--- config.mk ---
export PLATFORM = sky130hd
export DESIGN_NAME = ace_snoop_responder_flat
export DESIGN_NICKNAME = d
export VERILOG_FILES = /design/src/rtl/ace_snoop_if.sv /design/src/rtl/ace_snoop_responder.sv /design/src/flat_wrapper.sv
export SDC_FILE = /design/constraint.sdc
export NUM_CORES = 1
export LEC_CHECK = 0
export ABC_CLOCK_PERIOD_IN_PS = 2700
export CAP_MARGIN = 0
export CORE_ASPECT_RATIO = 0.7
export CORE_MARGIN = 3
export CORE_UTILIZATION = 28
export CTS_BUF_LIST = sky130_fd_sc_hd__clkbuf_8
export DETAILED_ROUTE_END_ITERATION = 8
export HOLD_SLACK_MARGIN = 0.12
export PLACE_DENSITY = 0.5
export REMOVE_ABC_BUFFERS = 1
export SLEW_MARGIN = 15
export SYNTH_ARGS = -nofsm -noshare
export SYNTH_HDL_FRONTEND = slang
export SYNTH_SLANG_ARGS = --single-unit
--- constraint.sdc ---
create_clock -name clk_i -period 2.7 [get_ports clk_i]
set_clock_uncertainty 0.2 [all_clocks]
set_input_delay 0.54 -clock clk_i [delete_from_list [all_inputs] [get_ports clk_i]]
set_output_delay 0.54 -clock clk_i [all_outputs]
set_load 0.05 [all_outputs]
--- src/rtl/ace_snoop_if.sv ---
// Snoop-side channel bundle of the ACE port: AC request, cache lookup port, CR response and CD data.
// The slave modport is the responder's view; master is the interconnect/cache environment's view.
interface ace_snoop_if #(
    parameter int AddrWidth = 64,
    parameter int DataWidth = 128,
    parameter int LineWidth = 512
);
    logic                 ac_valid_i;
    logic                 ac_ready_o;
    logic [AddrWidth-1:0] ac_addr_i;
    logic [3:0]           ac_snoop_i;

    logic                 lkp_req_o;
    logic                 lkp_gnt_i;
    logic [AddrWidth-1:0] lkp_addr_o;
    logic                 lkp_clean_o;
    logic                 lkp_inval_o;
    logic                 lkp_valid_i;
    logic                 lkp_hit_i;
    logic                 lkp_dirty_i;
    logic                 lkp_shared_i;
    logic [LineWidth-1:0] lkp_data_i;

    logic                 cr_valid_o;
    logic                 cr_ready_i;
    logic [4:0]           cr_resp_o;

    logic                 cd_valid_o;
    logic                 cd_ready_i;
    logic [DataWidth-1:0] cd_data_o;
    logic                 cd_last_o;

    modport slave (
        input  ac_valid_i, ac_addr_i, ac_snoop_i,
        input  lkp_gnt_i, lkp_valid_i, lkp_hit_i, lkp_dirty_i, lkp_shared_i, lkp_data_i,
        input  cr_ready_i, cd_ready_i,
        output ac_ready_o, lkp_req_o, lkp_addr_o, lkp_clean_o, lkp_inval_o,
        output cr_valid_o, cr_resp_o, cd_valid_o, cd_data_o, cd_last_o
    );

    modport master (
        output ac_valid_i, ac_addr_i, ac_snoop_i,
        output lkp_gnt_i, lkp_valid_i, lkp_hit_i, lkp_dirty_i, lkp_shared_i, lkp_data_i,
        output cr_ready_i, cd_ready_i,
        input  ac_ready_o, lkp_req_o, lkp_addr_o, lkp_clean_o, lkp_inval_o,
        input  cr_valid_o, cr_resp_o, cd_valid_o, cd_data_o, cd_last_o
    );
endinterface

--- src/rtl/ace_snoop_responder.sv ---
// ACE snoop responder: one AC snoop at a time, one L1 lookup, then CR and optional CD line burst.
// Define ACE_SNOOP_STATS_EN to add saturating snoop/hit counters (snoop_cnt_o, hit_cnt_o).
//
// state  | meaning
// IDLE   | ready for an AC snoop
// LOOKUP | lookup presented to the cache, waiting for grant
// WAIT   | waiting for the lookup result
// CR     | snoop response presented
// CD     | streaming the latched line, one beat per CD handshake
module ace_snoop_responder #(
    parameter int AddrWidth = 64,
    parameter int DataWidth = 128,
    parameter int LineWidth = 512
) (
    input  logic        clk_i,
    input  logic        rst_i,
    ace_snoop_if.slave  bus
`ifdef ACE_SNOOP_STATS_EN
    ,
    output logic [31:0] snoop_cnt_o,
    output logic [31:0] hit_cnt_o
`endif
);
    localparam int Beats    = LineWidth / DataWidth;
    localparam int BeatW    = (Beats > 1) ? $clog2(Beats) : 1;
    localparam int OffBytes = LineWidth / 8;
    localparam logic [AddrWidth-1:0] AddrMask = ~AddrWidth'(OffBytes - 1);
    localparam logic [BeatW-1:0]     LastBeat = BeatW'(Beats - 1);

    typedef enum logic [2:0] {S_IDLE, S_LOOKUP, S_WAIT, S_CR, S_CD} state_t;

    state_t               state, state_d;
    logic [AddrWidth-1:0] addr_q;
    logic [3:0]           snoop_q;
    logic                 clean_q, inval_q;
    logic [4:0]           resp_q;
    logic [LineWidth-1:0] line_q;
    logic [BeatW-1:0]     beat_q;

    logic                 dec_known, dec_clean, dec_inval;
    logic                 hit_dt, hit_pd, hit_is;
    logic [4:0]           resp_hit;

    always_comb begin
        dec_known = 1'b1;
        dec_clean = 1'b0;
        dec_inval = 1'b0;
        case (bus.ac_snoop_i)
            4'b0000: ;
            4'b0001, 4'b0010, 4'b0011, 4'b1000: dec_clean = 1'b1;
            4'b0111, 4'b1001, 4'b1101:          dec_inval = 1'b1;
            default:                            dec_known = 1'b0;
        endcase
    end

    // Hit response; MakeInvalid falls to the default and discards dirty data.
    always_comb begin
        hit_dt = 1'b0;
        hit_pd = 1'b0;
        hit_is = 1'b0;
        case (snoop_q)
            4'b0000: begin hit_dt = 1'b1; hit_is = 1'b1; end
            4'b0001, 4'b0010, 4'b0011: begin
                hit_dt = 1'b1; hit_pd = bus.lkp_dirty_i; hit_is = 1'b1;
            end
            4'b0111: begin hit_dt = 1'b1; hit_pd = bus.lkp_dirty_i; end
            4'b1000: begin
                hit_dt = bus.lkp_dirty_i; hit_pd = bus.lkp_dirty_i; hit_is = 1'b1;
            end
            4'b1001: begin hit_dt = bus.lkp_dirty_i; hit_pd = bus.lkp_dirty_i; end
            default: ;
        endcase
        resp_hit = {~bus.lkp_shared_i, hit_is, hit_pd, 1'b0, hit_dt};
    end

    always_ff @(posedge clk_i) begin
        if (rst_i) begin
            state   <= S_IDLE;
            addr_q  <= '0;
            snoop_q <= '0;
            clean_q <= 1'b0;
            inval_q <= 1'b0;
            resp_q  <= '0;
            line_q  <= '0;
            beat_q  <= '0;
        end else begin
            state <= state_d;
            case (state)
                S_IDLE: if (bus.ac_valid_i) begin
                    addr_q  <= bus.ac_addr_i & AddrMask;
                    snoop_q <= bus.ac_snoop_i;
                    clean_q <= dec_clean;
                    inval_q <= dec_inval;
                    resp_q  <= dec_known ? 5'b00000 : 5'b00010;
                end
                S_WAIT: if (bus.lkp_valid_i) begin
                    resp_q <= bus.lkp_hit_i ? resp_hit : 5'b00000;
                    line_q <= bus.lkp_data_i;
                end
                S_CR: beat_q <= '0;
                S_CD: if (bus.cd_ready_i) beat_q <= beat_q + 1'b1;
                default: ;
            endcase
        end
    end

    // ac_ready is gated by rst_i so it stays low for the whole reset pulse.
    always_comb begin
        state_d         = state;
        bus.ac_ready_o  = 1'b0;
        bus.lkp_req_o   = 1'b0;
        bus.lkp_addr_o  = '0;
        bus.lkp_clean_o = 1'b0;
        bus.lkp_inval_o = 1'b0;
        bus.cr_valid_o  = 1'b0;
        bus.cr_resp_o   = '0;
        bus.cd_valid_o  = 1'b0;
        bus.cd_data_o   = '0;
        bus.cd_last_o   = 1'b0;
        case (state)
            S_IDLE: begin
                bus.ac_ready_o = ~rst_i;
                if (bus.ac_valid_i) state_d = dec_known ? S_LOOKUP : S_CR;
            end
            S_LOOKUP: begin
                bus.lkp_req_o   = 1'b1;
                bus.lkp_addr_o  = addr_q;
                bus.lkp_clean_o = clean_q;
                bus.lkp_inval_o = inval_q;
                if (bus.lkp_gnt_i) state_d = S_WAIT;
            end
            S_WAIT: if (bus.lkp_valid_i) state_d = S_CR;
            S_CR: begin
                bus.cr_valid_o = 1'b1;
                bus.cr_resp_o  = resp_q;
                if (bus.cr_ready_i) state_d = resp_q[0] ? S_CD : S_IDLE;
            end
            S_CD: begin
                bus.cd_valid_o = 1'b1;
                bus.cd_data_o  = line_q[int'(beat_q) * DataWidth +: DataWidth];
                bus.cd_last_o  = (beat_q == LastBeat);
                if (bus.cd_ready_i && beat_q == LastBeat) state_d = S_IDLE;
            end
            default: state_d = S_IDLE;
        endcase
    end

`ifdef ACE_SNOOP_STATS_EN
    always_ff @(posedge clk_i) begin
        if (rst_i) begin
            snoop_cnt_o <= '0;
            hit_cnt_o   <= '0;
        end else begin
            if (state == S_IDLE && bus.ac_valid_i && snoop_cnt_o != '1)
                snoop_cnt_o <= snoop_cnt_o + 1'b1;
            if (state == S_WAIT && bus.lkp_valid_i && bus.lkp_hit_i && hit_cnt_o != '1)
                hit_cnt_o <= hit_cnt_o + 1'b1;
        end
    end
`endif
endmodule
--- src/flat_wrapper.sv ---
// flat-port wrapper written by rule: the top's interface ports become plain ports
module ace_snoop_responder_flat 
#(
    parameter int AddrWidth = 64,
    parameter int DataWidth = 128,
    parameter int LineWidth = 512
)
  (clk_i, rst_i, bus_ac_valid_i, bus_ac_addr_i, bus_ac_snoop_i, bus_lkp_gnt_i, bus_lkp_valid_i, bus_lkp_hit_i, bus_lkp_dirty_i, bus_lkp_shared_i, bus_lkp_data_i, bus_cr_ready_i, bus_cd_ready_i, bus_ac_ready_o, bus_lkp_req_o, bus_lkp_addr_o, bus_lkp_clean_o, bus_lkp_inval_o, bus_cr_valid_o, bus_cr_resp_o, bus_cd_valid_o, bus_cd_data_o, bus_cd_last_o);
  ace_snoop_if #(.AddrWidth(AddrWidth), .DataWidth(DataWidth), .LineWidth(LineWidth)) bus_i ();
  input  logic clk_i;
  input  logic rst_i;
  input wire logic [$bits(bus_i.ac_valid_i)-1:0] bus_ac_valid_i;
  input wire logic [$bits(bus_i.ac_addr_i)-1:0] bus_ac_addr_i;
  input wire logic [$bits(bus_i.ac_snoop_i)-1:0] bus_ac_snoop_i;
  input wire logic [$bits(bus_i.lkp_gnt_i)-1:0] bus_lkp_gnt_i;
  input wire logic [$bits(bus_i.lkp_valid_i)-1:0] bus_lkp_valid_i;
  input wire logic [$bits(bus_i.lkp_hit_i)-1:0] bus_lkp_hit_i;
  input wire logic [$bits(bus_i.lkp_dirty_i)-1:0] bus_lkp_dirty_i;
  input wire logic [$bits(bus_i.lkp_shared_i)-1:0] bus_lkp_shared_i;
  input wire logic [$bits(bus_i.lkp_data_i)-1:0] bus_lkp_data_i;
  input wire logic [$bits(bus_i.cr_ready_i)-1:0] bus_cr_ready_i;
  input wire logic [$bits(bus_i.cd_ready_i)-1:0] bus_cd_ready_i;
  output wire logic [$bits(bus_i.ac_ready_o)-1:0] bus_ac_ready_o;
  output wire logic [$bits(bus_i.lkp_req_o)-1:0] bus_lkp_req_o;
  output wire logic [$bits(bus_i.lkp_addr_o)-1:0] bus_lkp_addr_o;
  output wire logic [$bits(bus_i.lkp_clean_o)-1:0] bus_lkp_clean_o;
  output wire logic [$bits(bus_i.lkp_inval_o)-1:0] bus_lkp_inval_o;
  output wire logic [$bits(bus_i.cr_valid_o)-1:0] bus_cr_valid_o;
  output wire logic [$bits(bus_i.cr_resp_o)-1:0] bus_cr_resp_o;
  output wire logic [$bits(bus_i.cd_valid_o)-1:0] bus_cd_valid_o;
  output wire logic [$bits(bus_i.cd_data_o)-1:0] bus_cd_data_o;
  output wire logic [$bits(bus_i.cd_last_o)-1:0] bus_cd_last_o;
  assign bus_i.ac_valid_i = bus_ac_valid_i;
  assign bus_i.ac_addr_i = bus_ac_addr_i;
  assign bus_i.ac_snoop_i = bus_ac_snoop_i;
  assign bus_i.lkp_gnt_i = bus_lkp_gnt_i;
  assign bus_i.lkp_valid_i = bus_lkp_valid_i;
  assign bus_i.lkp_hit_i = bus_lkp_hit_i;
  assign bus_i.lkp_dirty_i = bus_lkp_dirty_i;
  assign bus_i.lkp_shared_i = bus_lkp_shared_i;
  assign bus_i.lkp_data_i = bus_lkp_data_i;
  assign bus_i.cr_ready_i = bus_cr_ready_i;
  assign bus_i.cd_ready_i = bus_cd_ready_i;
  assign bus_ac_ready_o = bus_i.ac_ready_o;
  assign bus_lkp_req_o = bus_i.lkp_req_o;
  assign bus_lkp_addr_o = bus_i.lkp_addr_o;
  assign bus_lkp_clean_o = bus_i.lkp_clean_o;
  assign bus_lkp_inval_o = bus_i.lkp_inval_o;
  assign bus_cr_valid_o = bus_i.cr_valid_o;
  assign bus_cr_resp_o = bus_i.cr_resp_o;
  assign bus_cd_valid_o = bus_i.cd_valid_o;
  assign bus_cd_data_o = bus_i.cd_data_o;
  assign bus_cd_last_o = bus_i.cd_last_o;
  ace_snoop_responder #(.AddrWidth(AddrWidth), .DataWidth(DataWidth), .LineWidth(LineWidth)) u_core (.clk_i(clk_i), .rst_i(rst_i), .bus(bus_i));
endmodule
== Yosys cells after proc, flatten, opt, wreduce, memory -nomap -nowiden ==
Cells that the tools add are included.

* Output and inout port bits: 204
* Register bits after elaboration: 586
* Input bits: 590
* Logic and storage cells: 85

* Eq/ne operators: 24
* Bitwise logic cells: 2
* Mux-type cells: 31
* Reductions and logical operators: 18
* Shift-type cells: 1
* $add $sub $neg: 1

{| class="wikitable"
|+ Operators with widths
! cell !! count
|-
| 512-bit by 10-bit variable part select with 128-bit output || 1
|-
| 128-bit 2-to-1 mux || 1
|-
| 64-bit 2-to-1 mux || 1
|-
| 4-bit == test, second input constant || 5
|-
| 5-bit 2-to-1 mux || 4
|-
| 3-bit 2-to-1 mux || 6
|-
| 4-bit by 2-bit == test with 1-bit output, second input constant || 4
|-
| 3-bit case mux with 5 select lines || 1
|-
| 1-bit 2-to-1 mux || 12
|-
| 2-bit inequality test, second input constant || 5
|-
| 5-bit case mux with 2 select lines || 1
|-
| 5-bit OR reduction || 2
|-
| 4-bit by 1-bit == test with 1-bit output, second input constant || 2
|-
| 4-bit by 3-bit == test with 1-bit output, second input constant || 2
|-
| 4-bit logical NOT || 2
|-
| 8-bit OR reduction || 1
|-
| 3-bit by 2-bit == test with 1-bit output, second input constant || 2
|-
| 2-bit 2-to-1 mux || 3
|-
| 2-bit AND reduction || 3
|-
| 6-bit OR reduction || 1
|-
| 5-bit AND reduction || 1
|-
| 2-bit case mux with 2 select lines || 1
|-
| 2-bit nonzero test || 2
|-
| 4-bit OR reduction || 1
|-
| other kinds (12) || 13
|}

== Logic depth before layout (Yosys ltp) ==
Gate-level depths: netlist of the first run.

* Depth in word-level cells: 6
* Mapped depth: 8

== Worst setup path after synthesis of the first run ==
No wires, ideal clock.

* Kind: input to output
* Start: input rst_i
* End: output bus_ac_ready_o
* Stages on the path: 2
* Required time: 1.960 ns
* Arrival time: 2.172 ns
* Path slack: -0.212 ns
* Path buffers: 1
* Path through: clkbuf_1 -> nor4_1

* Cells in the longest elaborated chain, start to end: 2

{| class="wikitable"
|+ RTL lines
! element !! line !! text
|-
| start: declaration || flat_wrapper.sv:11 || <nowiki>input logic rst_i;</nowiki>
|-
| 1-bit NOT || ace_snoop_responder.sv:122 || <nowiki>bus.ac_ready_o = ~rst_i;</nowiki>
|-
| 1-bit 2-to-1 mux || ace_snoop_responder.sv:120 || <nowiki>case (state)</nowiki>
|-
| end: declaration || flat_wrapper.sv:23 || <nowiki>output wire logic [$bits(bus_i.ac_ready_o)-1:0] bus_ac_ready_o;</nowiki>
|}

Every way passes these cells.

== Final worst setup path of the first run ==
* Start: register u_core.beat_q[0]
* End: output bus_cd_data_o[83]

* Cells in the longest elaborated chain, start to end: 2

{| class="wikitable"
|+ RTL lines
! element !! line !! text
|-
| start: declaration || ace_snoop_responder.sv:38 || <nowiki>logic [BeatW-1:0] beat_q;</nowiki>
|-
| start signal: assignment || ace_snoop_responder.sv:101 || <nowiki>S_CD: if (bus.cd_ready_i) beat_q <= beat_q + 1'b1;</nowiki>
|-
| 512-bit by 10-bit variable part select with 128-bit output || ace_snoop_responder.sv:140 || <nowiki>bus.cd_data_o = line_q[int'(beat_q) * DataWidth +: DataWidth];</nowiki>
|-
| 128-bit 2-to-1 mux || ace_snoop_responder.sv:120 ||
|-
| end: declaration || flat_wrapper.sv:31 || <nowiki>output wire logic [$bits(bus_i.cd_data_o)-1:0] bus_cd_data_o;</nowiki>
|}

Every way passes these cells.

==> results of run 1 <==
## layer usage
metal / share of wire, % / wire length, µm
met4: 2.1 / 2089
met1: 44 / 44590
met5: 0.11 / 107
met3: 6.7 / 6721
met2: 47 / 47340
## metrics by stage
stage / setup TNS (ps) / utilization, % / area, µm²
6_report: -49790 / 48.28 / 42080
2_1_floorplan: -4801600 / - / 23450
3_3_place_gp: 0 / 41.22 / 35930
3_5_place_dp: 0 / 41.22 / 35930
5_1_grt: -72720 / 48.26 / 42060
4_1_cts: -74650 / 47.73 / 41600
## placed cells by master, fill, tap and decap left out, types with 3 or more instances in the layout
cell type / n
sky130_fd_sc_hd__buf_12: 254
sky130_fd_sc_hd__and2_1: 5
sky130_fd_sc_hd__mux4_2: 128
sky130_fd_sc_hd__buf_8: 9
sky130_fd_sc_hd__nor2_1: 3
sky130_fd_sc_hd__clkbuf_16: 6
sky130_fd_sc_hd__inv_1: 40
sky130_fd_sc_hd__a21oi_1: 583
sky130_fd_sc_hd__dfxtp_1: 581
sky130_fd_sc_hd__dfxtp_4: 3
sky130_fd_sc_hd__diode_2: 23
sky130_fd_sc_hd__buf_6: 27
sky130_fd_sc_hd__nand2_1: 1158
sky130_fd_sc_hd__and2_4: 188
sky130_fd_sc_hd__clkdlybuf4s50_1: 582
sky130_fd_sc_hd__clkbuf_8: 115
sky130_fd_sc_hd__o21ai_0: 3
sky130_fd_sc_hd__nand3_1: 6
sky130_fd_sc_hd__buf_4: 49
sky130_fd_sc_hd__dlygate4sd3_1: 242
sky130_fd_sc_hd__clkinv_2: 11
sky130_fd_sc_hd__conb_1: 6
sky130_fd_sc_hd__buf_16: 11
## power by group through the flow
stage                     logic, µW  clock network [µW]  registers (µW)
after floorplan                2690                   0            9960
after global placement         4630                   0           10100
after detailed placement       4660                   0           10100
after CTS                      5440                8170            9920
after global routing           5910                8570           10000
final                          5440                7920            9920
## critical path, cell delays in order (launching register included)
cell,delay [ps]
sky130_fd_sc_hd__dfxtp_4,390
sky130_fd_sc_hd__buf_12,130
sky130_fd_sc_hd__buf_12,160
sky130_fd_sc_hd__buf_8,140
sky130_fd_sc_hd__mux4_2,550
sky130_fd_sc_hd__and2_4,170
sky130_fd_sc_hd__buf_12,140
## sequential cells by signal, indices dropped and copies added (netlist names)
register / count
u_core.beat_q: 2
u_core.addr_q: 58
u_core.state: 3
u_core.snoop_q: 4
u_core.clean_q: 1
u_core.line_q: 512
u_core.resp_q: 5
u_core.inval_q: 1
## Yosys cell counts, drive strengths merged (3+ instances only)
| master | count | area share [%] |
|---|---|---|
| buf | 164 | 4.8 |
| dfxtp | 586 | 47 |
| and2 | 194 | 4.9 |
| nand3 | 7 | 0.14 |
| nand2 | 1160 | 17 |
| inv | 4 | 0.060 |
| nor2 | 5 | 0.085 |
| mux4 | 128 | 12 |
| a21oi | 583 | 12 |
| o21ai | 3 | 0.060 |
| clkbuf | 87 | 1.3 |
## repair_timing
action                                  CTS  global route
gates resized for setup                 194            91
endpoints found under the hold margin   258             0
hold buffers                            242             0
pin swaps                                65            56
gates cloned                             16             6
buffers inserted                         40            22
endpoints found under the setup margin  197           198
## kinds of logic (layout without fill, tap and decap cells)
logic type      after synthesis  in the layout  share of synthesized area, %
compound gates              596            596                         12.09
xor+xnor                      1              1                       0.03512
fa+ha+maj                     1              1                       0.05016
buf+inv                     255           1359                         6.120
flops                       586            586                         47.04
mux                         131            131                         11.68
other cells                   1             29                       0.01504
simple gates               1380           1380                         22.97
## path summary, 6_finish.rpt
path	end	cells after the start	slack [ps]
setup reg to reg	u_core.line_q[162]	9	500
hold reg to reg	u_core.line_q[462]	2	250
setup / recovery	bus_cd_data_o[83]	6	-430
hold / removal	u_core.addr_q[26]	3	200
## cell type report
type	instances	area [µm²]	share of cell area, %
diodes	23	57.56	0.1368
clock buffers	115	1583	3.762
clock inverters	58	341.6	0.8118
inverters	4	15.01	0.03568
multi-input cells	2115	12240	29.09
flip-flops and latches	586	11750	27.91
well taps	1150	1439	3.420
repair buffers	1182	14660	34.84
==> flow_summary.yaml, run 1 <==
hold_path:
  hp-class: "input pin to flop"
  hold_start: "bus_ac_addr_i[26]"
synthesis:
  ys_ff_latch: 586
  synth_warnings: 0
  async_reset_ff_share_pct: 0
  synth_cells: 2951
  ys_seq_area_share_pct: 47.04
  ys_dominant_reg_cell: "sky130_fd_sc_hd__dfxtp_1"
  syn_area_um2: 24940
  synth_area_per_cell_um2: 8.451
  synth.distinct_cells: 40
  count_of_flip_flops_with_a_built_in_enable_after_synthesis: 0
clock_network:
  cts.sinks: 586
  cts_made_buffers: 97
  clk_pin_slew_ps: 60
  clock_tree.buffer_depth: 3
  number_of_levels_in_the_clock_h_tree: 3
  cts_tree: "done"
  clk-insertion-delay-late_ps: 710
  cts_root_buffer: "sky130_fd_sc_hd__clkbuf_8"
placed_design:
  hpwlAfterDp_um: 67650
  place.detailed.instances: 4722
  routabilityCongestion: 0.8131
  place_worst_setup_slack_ps: 207.0
  placement.io_buffers: 781
global_routing:
  track_usage_pct: 20.66
  grt_first_pass_wirelength_um: 147400
  grt.met2_usage_pct: 33.34
  largest_net_degree_at_the_start_of_global_routing: 136
  met3_capacity_usage_during_global_routing_pct: 5.749
  gr-max-usage-layer: "met2"
  globalRouteOverflowTotal: 0
  initial_antenna_violation_count: 33
  vias_in_the_first_global_route: 23590
  gr_util_met1_pct: 27.01
die:
  num_rows: 90
  fp.dieW_um: 362.7
  dieArea_um2: 92750
  fp.dieH_um: 255.7
  initial_utilization_pct: 28.61
  placeableCoreArea_um2: 87160
  design.portCount: 794
pwr:
  leakage_uw: 0.01516
  power.share.clock_pct: 34.0
  power.net_switching_uw: 7009
  power.switching_fraction_pct: 30.10
  cell_internal_pwr_uw: 16270
  ir_worst_vdd_mv: 0.3253
  power_density_nw_per_um2: 553.3
  power.combinational.fraction_pct: 23.4
  relative_contribution_of_sequential_cells_to_total_power_pct: 42.6
  power_uw: 23280
sta:
  worst_slack_ps: -425.9
  rsz0062_at_grt: "yes"
  peak_clock_frequency_supported_by_timing_mhz: 319.9
  slew_headroom_pct: 55.17
  hold_viol: 0
  worst_pin_slew_ps: 672.5
  fin_hold_ws_ps: 199.1
  final.period_utilization_pct: 115.8
  setup_viol: 191
  layout_min_cycle_time_ps: 3126
  maxSlewViolCount: 0
routing:
  ant_nets: 0
  wire_per_inst_um: 19.27
  dr.first_iter.drc_count: 1598
  via_count: 24170
  wirelength_um: 100900
  route.detailed.vias_per_inst: 4.619
  drc_errors: 0
  detailedRoute.firstPassIterationCount: 5
finish:
  area_growth_pct: 68.71
  post_route_cells_drive_above_1_share_pct: 20.42
  layout.nets: 4577
  finish.cell_count_without_fillers: 5233
  fill_cell_total_of_the_finished_layout: 8325
setup_path:
  critical_path_arrival_ps: 2390
  cp-end-kind: "primary output"
  cp_startpoint_kind: "flop"
  worstSetupStartpoint: "u_core.beat_q[0]"
  required_ps: 1960
  r2r_start: "u_core.state[2]"
  critical_path.max_fanout: 7
  worst_setup_path_type: "flop to primary output"
run_status:
  failing_checks: "setup timing"
  run_status: "complete, but fails checks"
flow_run:
  cap_violations: 0
No activity file was read; power rests on OpenSTA's default activity.
==> run 2, diff against run 1 <==
GPL_TIMING_DRIVEN = 0   (was unset)
==> run 2 against run 1 <==
  * The flow still finishes with violations (setup timing)
  * Via count grew 6.7%
  * Setup slack lost 180 ps
  * Highest routed layer unchanged
  * Critical path depth is 2 higher
  * Die area is the same
  * Largest power group unchanged
  * Sequential share of layout area down 1.9 points
  * Power increased by 5.5%
  * Fmax fell by 5.4%
  * Critical endpoint is now bus_cd_data_o[80]
==> flow_summary.yaml, run 2 (synthesized netlist as in run 1, its figures left out) <==
global_routing:
  globalRouteOverflowTotal: 0
  grt_first_pass_wirelength_um: 154300
  track_usage_pct: 21.22
  vias_in_the_first_global_route: 25690
  largest_net_degree_at_the_start_of_global_routing: 115
  initial_antenna_violation_count: 29
clock_network:
  cts.sinks: 586
  clk-insertion-delay-late_ps: 770
  cts_root_buffer: "sky130_fd_sc_hd__clkbuf_8"
  cts_made_buffers: 100
  clk_pin_slew_ps: 60
  clock_tree.buffer_depth: 3
  number_of_levels_in_the_clock_h_tree: 3
  cts_tree: "done"
finish:
  finish.instance_area_um2: 45240
  layout.core_utilization_pct: 51.91
  layout.nets: 4963
  post_route_cells_drive_above_1_share_pct: 19.89
  largest_reg_flops: 512
  sequential_cell_area_um2: 11750
  max_flop_register: "u_core.line_q"
  layout.cells.most_common: "sky130_fd_sc_hd__nand2_1"
  area_growth_pct: 81.39
  multi_input_area_um2: 12220
  fill_cell_total_of_the_finished_layout: 8132
  layout_common_cells: "sky130_fd_sc_hd__nand2_1, sky130_fd_sc_hd__a21oi_1, sky130_fd_sc_hd__clkdlybuf4s50_1, sky130_fd_sc_hd__dfxtp_1, sky130_fd_sc_hd__dlygate4sd3_1"
  biggestRegsByFlops: "u_core.line_q (512), u_core.addr_q (58), u_core.resp_q (5)"
setup_path:
  cp_cell_sequence: "buf_12, buf_8, buf_12, buf_16, buf_6, mux4_2, and2_4, buf_8"
  reg2reg_to: "u_core.addr_q[50]"
  cp-end-kind: "primary output"
  rrSetupSlack_ps: 20
  worst_setup_path_type: "flop to primary output"
  cp_startpoint_kind: "flop"
  worstSetupStartpoint: "u_core.beat_q[0]"
  critical_path.max_fanout: 7
  worstRegToRegCells: 8
  critical_path.endpoint: "bus_cd_data_o[80]"
  cpPeakStageDelay_ps: 490
  required_ps: 1960
  critical_path_arrival_ps: 2560
  r2r_start: "u_core.state[2]"
  cpMaxStageDelayCell: "sky130_fd_sc_hd__mux4_2"
pwr:
  ir_worst_vdd_mv: 0.3825
  leakage_uw: 0.01680
  power_density_nw_per_um2: 542.8
  power_uw: 24560
sta:
  worst_pin_slew_ps: 774.6
  hold_viol: 0
  worst_slack_ps: -604.2
  peak_clock_frequency_supported_by_timing_mhz: 302.6
  final.setup.tns_ps: -75800
  layout_min_cycle_time_ps: 3304
  rsz0062_at_grt: "yes"
  final.period_utilization_pct: 122.4
  maxSlewViolCount: 0
  slew_headroom_pct: 48.36
  setup_viol: 190
routing:
  route.detailed.vias_per_inst: 4.594
  ant_nets: 0
  dr.first_iter.drc_count: 1702
  wire_per_inst_um: 19.00
  drc_errors: 0
  wirelength_um: 106700
  detailedRoute.firstPassIterationCount: 6
  via_count: 25790
placed_design:
  routabilityCongestion: 0.7850
  place_worst_setup_slack_ps: -1018
  hpwlAfterDp_um: 64400
  placement.io_buffers: 781
  dpl-instance-area_um2: 33770
flow_run:
  cap_violations: 0
die:
  num_rows: 90
  design.portCount: 794
  fp.dieH_um: 255.7
  placeableCoreArea_um2: 87160
  dieArea_um2: 92750
  initial_utilization_pct: 28.61
  fp.dieW_um: 362.7
run_status:
  run_status: "complete, but fails checks"
  failing_checks: "setup timing"
hold_path:
  hp-class: "input pin to flop"
[run 2: changes by cell type in the layout (fill, tap and decap cells not counted), sizes merged, moves of 3 or more]
cell and change:
dlygate4sd3 +316, buf +58, clkbuf +26, inv -11, diode -4, clkinv -3
[run 2: how the worst min path moves through the flow]
stage / from / to / cells after the start
after global routing: bus_lkp_data_i[285] / u_core.line_q[285] / 3
final: rst_i / u_core.line_q[473] / 3
after CTS: rst_i / u_core.line_q[180] / 3
after global placement: u_core.addr_q[47] / u_core.addr_q[47] / 2
after floorplan: u_core.clean_q / u_core.clean_q / 2
after detailed placement: u_core.addr_q[21] / u_core.addr_q[21] / 2
[run 2: per-layer routing]
layer / global-route usage (%) / up-vias / wire, µm
li1: - / 12650 / -
met1: 26.88 / 12300 / 45920
met2: 35.61 / 672 / 51590
met3: 6.014 / 161 / 6692
met4: 5.169 / 12 / 2377
met5: 0 / - / 83
[run 2: what timing repair did]
action | 4_1_cts | 5_1_grt
setup endpoints to repair | 380 | 558
setup buffers | 84 | 81
pin swaps | 39 | 93
hold buffers | 559 | 0
gates cloned | 14 | 15
hold endpoints to repair | 568 | 0
resized for setup | 1236 | 632
[run 2: metrics by stage]
| stage | hold slack (ps) | std cells |
|---|---|---|
| after CTS | 123.0 | 5510 |
| final | 148.5 | 5614 |
| after global routing | 128.5 | 5608 |
| after detailed placement | 241.8 | 4678 |
| after global placement | 237.7 | 4636 |
| after floorplan | 221.2 | 2705 |
[run 2: worst max-delay path: cells and delay by family (launching register included)]
| family | cells | cell delay [ps] |
|---|---|---|
| DFF | 1 | 380 |
| buffers and inverters | 6 | 760 |
| muxes | 1 | 490 |
| and+or+nand+nor | 1 | 160 |
[run 2: area by class of cell]
type | instances | share of cell area [%]
sequential | 586 | 25.97
multi-input combinational | 2119 | 27.01
timing repair buffer | 1561 | 39.11
inverter | 4 | 0.03319
tap | 1150 | 3.181
antenna | 19 | 0.1051
clock buffer | 134 | 4.077
clock inverter | 41 | 0.5144
[run 2: where the power goes]
| group | leakage, µW | internal (µW) | switching (µW) | total (µW) |
|---|---|---|---|---|
| clock | 0.00118 | 4510 | 3930 | 8430 |
| sequential | 0.00476 | 9490 | 436 | 9930 |
| combinational | 0.0109 | 3210 | 2980 | 6190 |
| total | 0.0168 | 17200 | 7350 | 24600 |
